`src/rtl/min_search_sequencer.sv`:
```
// rtl/min_search_sequencer.sv - issues NUM_CAND/4 four-lane groups and reduces lane minima to one global best
// Optional input stall is compiled in when MINSEQ_STALL_EN is defined.
module min_search_sequencer #(
    parameter int IDX_W    = 16,
    parameter int VAL_W    = 14,
    parameter int NUM_CAND = 1024
) (
    input  logic                 clk,
    input  logic                 rst,
    input  logic                 start,
    output logic                 busy,
    output logic                 done,
    output logic                 issue_valid,
    output logic [IDX_W-1:0]     issue_base,
    output logic                 issue_trigger,
    input  logic                 res_valid,
    input  logic                 res_trigger,
    input  logic [4*IDX_W-1:0]   res_index,
    input  logic [4*VAL_W-1:0]   res_value,
    output logic [IDX_W-1:0]     best_index,
    output logic [VAL_W-1:0]     best_value
`ifdef MINSEQ_STALL_EN
    ,
    input  logic                 stall
`endif
);

    localparam logic [IDX_W-1:0] LAST_BASE = IDX_W'(NUM_CAND - 4);
    localparam logic [IDX_W-1:0] STEP      = IDX_W'(4);

    typedef enum logic [1:0] {
        IDLE  = 2'd0,
        ISSUE = 2'd1,
        DRAIN = 2'd2,
        DONE  = 2'd3
    } state_t;

    state_t             state, state_n;
    logic               busy_n, done_n, issue_valid_n, issue_trigger_n;
    logic [IDX_W-1:0]   issue_base_n, best_index_n;
    logic [VAL_W-1:0]   best_value_n;
    logic [IDX_W-1:0]   win_index;
    logic [VAL_W-1:0]   win_value;
    logic               stall_act;

`ifdef MINSEQ_STALL_EN
    assign stall_act = stall;
`else
    assign stall_act = 1'b0;
`endif

    // Strict compare so equal values keep the lowest lane.
    always_comb begin
        win_index = res_index[0 +: IDX_W];
        win_value = res_value[0 +: VAL_W];
        for (int k = 1; k < 4; k++) begin
            if (res_value[k*VAL_W +: VAL_W] < win_value) begin
                win_index = res_index[k*IDX_W +: IDX_W];
                win_value = res_value[k*VAL_W +: VAL_W];
            end
        end
    end

    always_comb begin
        state_n         = state;
        busy_n          = busy;
        done_n          = 1'b0;
        issue_valid_n   = 1'b0;
        issue_base_n    = issue_base;
        issue_trigger_n = issue_trigger;
        best_index_n    = best_index;
        best_value_n    = best_value;

        if ((state == ISSUE || state == DRAIN) && res_valid && (win_value < best_value)) begin
            best_index_n = win_index;
            best_value_n = win_value;
        end

        case (state)
            IDLE: begin
                if (start) begin
                    state_n         = ISSUE;
                    busy_n          = 1'b1;
                    issue_valid_n   = 1'b1;
                    issue_base_n    = '0;
                    issue_trigger_n = (LAST_BASE == '0);
                    best_index_n    = '0;
                    best_value_n    = '1;
                end
            end
            ISSUE: begin
                // issue_base always names the group most recently issued, so a
                // stall simply withholds the next advance.
                if (issue_valid && issue_trigger) begin
                    state_n         = DRAIN;
                    issue_trigger_n = 1'b0;
                end else if (stall_act) begin
                    issue_valid_n   = 1'b0;
                end else begin
                    issue_valid_n   = 1'b1;
                    issue_base_n    = issue_base + STEP;
                    issue_trigger_n = ((issue_base + STEP) == LAST_BASE);
                end
            end
            DRAIN: begin
                if (res_valid && res_trigger) begin
                    state_n = DONE;
                    busy_n  = 1'b0;
                    done_n  = 1'b1;
                end
            end
            default: begin
                state_n = IDLE;
            end
        endcase
    end

    always_ff @(posedge clk) begin
        if (rst) begin
            state         <= IDLE;
            busy          <= 1'b0;
            done          <= 1'b0;
            issue_valid   <= 1'b0;
            issue_base    <= '0;
            issue_trigger <= 1'b0;
            best_index    <= '0;
            best_value    <= '1;
        end else begin
            state         <= state_n;
            busy          <= busy_n;
            done          <= done_n;
            issue_valid   <= issue_valid_n;
            issue_base    <= issue_base_n;
            issue_trigger <= issue_trigger_n;
            best_index    <= best_index_n;
            best_value    <= best_value_n;
        end
    end

endmodule

```
`config.mk`:
```
export PLATFORM = sky130hd
export DESIGN_NAME = min_search_sequencer
export DESIGN_NICKNAME = d
export VERILOG_FILES = /design/src/rtl/min_search_sequencer.sv
export SDC_FILE = /design/constraint.sdc
export NUM_CORES = 1
export LEC_CHECK = 0
export BUFFER_PORTS_ARGS = -buffer_cell sky130_fd_sc_hd__buf_2
export CORE_UTILIZATION = 35
export CTS_CLUSTER_DIAMETER = 150
export DETAILED_ROUTE_END_ITERATION = 7
export PLACE_DENSITY = 0.69
export SLEW_MARGIN = 10
export SYNTH_ARGS = -nofsm -noshare
export SYNTH_HDL_FRONTEND = slang
export SYNTH_SLANG_ARGS = --single-unit
```
`constraint.sdc`:
```
create_clock -name clk -period 8.9 [get_ports clk]
set_clock_uncertainty 0.1 [all_clocks]
set_input_delay 0.89 -clock clk [delete_from_list [all_inputs] [get_ports clk]]
set_output_delay 0.89 -clock clk [all_outputs]
set_load 0.02 [all_outputs]
```
# After elaboration in Yosys (flattened, before gate mapping)
# Cells that the tools add are included.
[word_totals]
register_bits = 52
latchBits = 0
mem_bits_rw = 0
rom_bits = 0
output_inout_bits = 50
wordCells = 63
mem_count = 0
[classes]
addsub = 1
multipliers = 0
div = 0
n_lt_le_gt_ge = 4
eq_ne = 7
shift = 0
n_mux = 29
bitwise_logic = 1
reduce_logical = 13
[op_table]
columns = ["op", "n"]
rows = [
  ["2-to-1 mux 16 bit", 8],
  ["2-to-1 mux 14 bit", 6],
  ["less-than comparator 14 bit", 4],
  ["one-hot mux 16 bit (2 select lines)", 1],
  ["adder 16 x 3 -> 16 bit (second input constant)", 1],
  ["equality test 16 x 10 -> 1 bit (second input constant)", 1],
  ["AND reduction 3 bit", 3],
  ["2-to-1 mux 1 bit", 7],
  ["2-to-1 mux 2 bit", 3],
  ["one-hot mux 1 bit (2 select lines)", 3],
  ["one-hot mux 2 bit (3 select lines)", 1],
  ["logical AND 1 bit", 4],
  ["!= test 2 x 1 -> 1 bit (second input constant)", 2],
  ["!= test 2 bit (second input constant)", 2],
  ["nonzero test 2 bit", 2],
  ["equality test 2 x 1 -> 1 bit (second input constant)", 1],
  ["equality test 2 bit (second input constant)", 1],
  ["zero test 2 bit", 1],
  ["AND reduction 2 bit", 1],
  ["OR reduction 2 bit", 1],
  ["logical OR 1 bit", 1],
  ["NOT 1 bit", 1],
]

# Depth between registers and ports, before layout
[depth]
ltp_word = 11
mapped_depth = 47
mapped_depth_nobuf = 39

# Worst setup path after synthesis
# Ideal clock, no wire load.
[synth_path]
path_type = "input-to-reg"
startpoint = "in res_value[13]"
endpoint = "reg best_index[0]"
setup_time_ps = 134
arrival_time_ps = 9189
setup_slack_ps = -523
cell_stages = 43
n_path_buf = 9
cell_sequence = "inv_1 > ha_1 > a21oi_1 > o221ai_1 > a21oi_2 > o21a_2 > buf_4 > clkbuf_1 > mux2_2 > inv_1 > ha_1 > and4_1 > a221oi_2 > o211ai_4 > or3_1 > o21a_1 > buf_2 > buf_2 > (+7 left out) > a31o_2 > or3_1 > nor3_1 > clkbuf_1 > buf_2 > o22ai_1 > ha_1 > a21o_1 > a21o_1 > a21o_1 > a21o_1 > a21o_1 > a21oi_1 > o21ai_1 > o21ba_4 > buf_6 > buf_8 > a21oi_2"
[synth_via]
elab_chain_cells = 11
elab_cells_between_ends = 14
classes_between = "order compare (4); mux (9); reduce/logical (1)"
[synth_rtl]
columns = ["element", "line", "rtl"]
rows = [
  ["start, declared", "19", "input logic [4*VAL_W-1:0] res_value,"],
  ["less-than comparator 14 bit", "57", "if (res_value[k*VAL_W +: VAL_W] < win_value) begin"],
  ["2-to-1 mux 14 bit", "57", ""],
  ["less-than comparator 14 bit", "57", ""],
  ["2-to-1 mux 14 bit", "57", ""],
  ["less-than comparator 14 bit", "57", ""],
  ["2-to-1 mux 14 bit", "57", ""],
  ["less-than comparator 14 bit", "74", "if ((state == ISSUE || state == DRAIN) && res_valid && (win_value < best_value)) begin"],
  ["logical AND 1 bit", "74", ""],
  ["2-to-1 mux 16 bit (*)", "74", ""],
  ["2-to-1 mux 16 bit", "81", "if (start) begin"],
  ["2-to-1 mux 16 bit (*)", "79", "case (state)"],
  ["end signal, assigned", "135", "best_index <= best_index_n;"],
  ["end, declared", "20", "output logic [IDX_W-1:0] best_index,"],
]
# Mark *: on every way between the ends. The rest lies on a longest branch, timed or not.
# A chain may end at the register's enable or synchronous reset.

# Worst setup path after layout
[layout_path]
startpoint = "in res_value[13]"
endpoint = "reg best_value[3]"
[layout_via]
elab_chain_cells = 11
[layout_rtl]
columns = ["element", "line", "rtl"]
rows = [
  ["less-than comparator 14 bit", "57", ""],
  ["2-to-1 mux 14 bit (*)", "57", ""],
  ["less-than comparator 14 bit", "57", ""],
  ["2-to-1 mux 14 bit (*)", "57", ""],
  ["less-than comparator 14 bit", "57", ""],
  ["2-to-1 mux 14 bit (*)", "57", ""],
  ["less-than comparator 14 bit", "74", ""],
  ["logical AND 1 bit", "74", ""],
  ["2-to-1 mux 14 bit (*)", "74", ""],
  ["2-to-1 mux 14 bit", "81", ""],
  ["2-to-1 mux 14 bit (*)", "79", ""],
  ["end signal, assigned", "136", "best_value <= best_value_n;"],
  ["end, declared", "21", "output logic [VAL_W-1:0] best_value"],
]
# Marked as above.

==> metrics.md <==
| Metric | Value |
|---|---|
| Clock-pin slew on the worst setup and hold paths | `0.07 ns` |
| Critical path launch point type | `primary input` |
| Mean number of vias per cell | `5.318` |
| Top_reg_cell synth | `dfxtp_1` |
| Largest family of logic cells by synthesized area | `compound AO/OA/AOI/OAI gates` |
| Slowest cell on the critical path | `or3_4` |
| Required time worst endpoint | `9.02 ns` |
| Slew Limit Headroom | `25.15%` |
| Hold_buf cts | `0` |
| Fmax | `119.9 MHz` |
| # nets final | `1009` |
| Worst min path class | `register to register` |
| Met3 Use GR | `3.952%` |
| Flop2flop setup slack | `6.00 ns` |
| GRT Max-Usage Layer | `met2` |
| CP Depth | `37` |
| Post-placement cell count | `1005` |
| Post-synth EDFFs | `0` |
| Routed WL per cell | `14.73 microns` |
| Worst Hold Depth | `2` |
| Met2 GRT Util | `32.14%` |
| Area growth syn-to-layout | `23.02%` |
| Gr ovfl total | `0` |
| Die W | `124.3 microns` |
| Largest net degree at the start of global routing | `33` |
| Actual slew at the worst max-slew pin | `1.123 ns` |
| Most Frequent Cell on Critical Path | `a21o_1` |
| Post-Syn Area | `5234 sq um` |
| Clk buf depth | `2` |
| Avg Inst Size Synth | `7.742 sq um` |
| DIE AREA | `15450 sq um` |
| #FFs+latches synth | `50` |
| Instance count of the mapped netlist | `676` |
| Adder-Cell Fraction of Synth Area | `12.91%` |
| Root Buffer | `clkbuf_16` |
| Max cap viols | `0` |
| Pre-CTS setup slack | `0.07303 ns` |
| IO Count | `175` |
| Status | `finished, final reports clean` |
| Core box area | `14590 sq um` |
| Compound-cell area share of the yosys netlist | `27.95%` |
| Overall global routing resource usage | `19.35%` |
| First-pass GRT wire length | `24850 microns` |
| Skew-Pair Late Insertion Delay | `0.30 ns` |
| Crit path largest cell delay | `0.48 ns` |
| Worst hold slack | `0.4089 ns` |
| Crit path buffers/inverters | `4` |
| Post-synthesis sequential area ratio | `19.13%` |
| Cell variety after synth | `64` |
| Num CTS Buffers | `5` |
| Initial core utilization | `35.87%` |
| Met1 Use GR | `25.22%` |
| Antenna fix cells | `0` |
| Max-slew violations | `0` |
| Post-Route WL | `14950 microns` |
| DRC | `0` |
| CP Max Fanout | `19` |
| Ys Warns | `0` |
| Chip Height | `124.3 microns` |
| Final Cycle Share | `93.68%` |
| Layout Cell Area excl Fill | `6439 sq um` |
| CTS tree | `yes` |
| Sink Count | `50` |
| Fin cells | `1015` |
| Multiplexer area fraction after synthesis | `11.55%` |
| Leakage | `3.264 nW` |
| Share of layout cells above drive strength 1 | `32.73%` |
| Min Tclk post-route | `8.337 ns` |
| Reg2Reg Depth | `8` |
| CP Capture Type | `register` |
| PD cells | `193.3 nW/um^2` |
| Final setup violation count | `0` |
| First-pass DRT Iterations | `5` |
| Placed cell area | `6245 sq um` |
| Tot Pwr | `1.245 mW` |
| CTS H-Tree Depth | `2` |
| Final hold vios | `0` |
| Synth async-reset ratio | `0%` |
| Initial antenna violation count | `0` |
| Crit path max-delay family | `compound AO/OA/AOI/OAI gates` |
| Worst setup path class | `primary input to register` |
| Vias in the first global route | `5133` |
| Max IR drop VDD | `0.07964 mV` |
| 1st-iter DRT viols | `258` |
| Post-DP HPWL | `11970 microns` |
| Final setup margin | `0.5628 ns` |
| Gpl congestion | `0.8533` |
| Total number of vias | `5398` |
| XOR/XNOR Fraction of Synth Area | `1.004%` |
| Critical Path AT | `8.46 ns` |
| Post-synthesis simple-gate area fraction | `19.63%` |
| Post-route ant nets | `0` |
| Row Count | `44` |
| PortBufs | `172` |
[tightest hold or removal path, cell delays in order (launching register included)]
cell     delay, ns
dfxtp_1       0.32
o21ai_0       0.08
a21oi_1       0.06
[layout by cell type, fill, tap and decap left out, types with 13 or more instances in the layout]
master | netlist | routed
a21o_1 | 18 | 18
a21oi_1 | 38 | 37
a21oi_2 | 12 | 13
buf_2 | 10 | 172
buf_4 | 5 | 13
dfxtp_1 | 50 | 50
ha_1 | 54 | 54
inv_1 | 54 | 53
mux2_2 | 27 | 27
mux2i_1 | 30 | 30
nand2_1 | 83 | 83
nand2b_1 | 21 | 21
nor2_1 | 52 | 52
o21ai_0 | 26 | 24
o22ai_1 | 20 | 20
o311ai_0 | 14 | 14
[state kept, by name, indices dropped and copies added (netlist names)]
name and cells:
done 1, state 2, issue_valid 1, best_value 14, issue_trigger 1, best_index 16
busy 1, issue_base 14
[stage by stage]
stage	utilization [%]	setup TNS [ns]
final	44.13	0
after global routing	44.13	-0.0005471
after CTS	43.86	0
after detailed placement	42.80	0
after global placement	42.80	0
after floorplan	-	0
[final cells by class]
| cell class | instances | area (sq um) |
|---|---|---|
| repair buffers | 186 | 969.7 |
| flip-flops and latches | 50 | 1001 |
| clock inverters | 3 | 28.78 |
| multi-input cells | 533 | 3881 |
| fillers | 1502 | 8150 |
| inverters | 54 | 202.7 |
| well taps | 184 | 230.2 |
| clock buffers | 5 | 125.1 |
[metal layers]
layer,share of wire (%),vias up
met5,0,-
met4,1.4,0
met1,46,2442
met3,5.9,17
li1,-,2777
met2,46,162
[path summary, 6_finish.rpt]
check	startpoint	to
setup / recovery	res_value[13]	best_value[3]
hold reg to reg	busy	busy
hold / removal	busy	busy
setup reg to reg	state[1]	issue_trigger
[power by group]
| group | switching (mW) | total (mW) | leakage [nW] | internal [mW] |
|---|---|---|---|---|
| logic | 0.449 | 0.755 | 2.78 | 0.306 |
| clock network | 0.0929 | 0.200 | 0.0759 | 0.107 |
| registers | 0.0266 | 0.290 | 0.406 | 0.263 |
| total | 0.568 | 1.24 | 3.26 | 0.677 |
[cells in the mapped netlist, types with 4 or more instances]
cell	instances	area, sq um
o311ai_0	14	122.6
nand4b_1	5	43.79
nor2_1	52	195.2
inv_1	54	202.7
ha_1	54	675.7
nand2_1	83	311.6
o211ai_1	6	45.04
buf_4	5	37.54
o221a_2	10	112.6
nor3_1	6	30.03
nand3_1	7	35.03
o31ai_1	4	30.03
and3_1	8	50.05
o22ai_1	20	125.1
dfxtp_1	50	1001
mux2_2	27	304.0
mux2i_1	30	300.3
nor2b_1	4	25.02
nand4_1	11	68.82
nand2b_1	21	131.4
a21oi_2	12	105.1
o21ai_0	26	130.1
a21oi_1	38	190.2
a211oi_1	11	82.58
o221ai_1	11	96.34
a21o_1	18	135.1
clkbuf_1	23	86.33
buf_2	10	50.05
[cells by family (layout without fill, tap and decap cells)]
kind of cell / after synthesis / in the layout
AND/OR/NAND/NOR: 216 / 216
AO/OA/AOI/OAI: 197 / 198
buffers and inverters: 95 / 248
multiplexers: 57 / 57
adder cells (fa/ha/maj): 54 / 54
flip-flops: 50 / 50
XOR/XNOR: 6 / 6
other: 1 / 2
[what timing repair did]
item | CTS | global route
resized for setup | 0 | 7
buffers inserted | 0 | 1
setup endpoints to repair | 0 | 30
(Power assumes the default switching activity.)
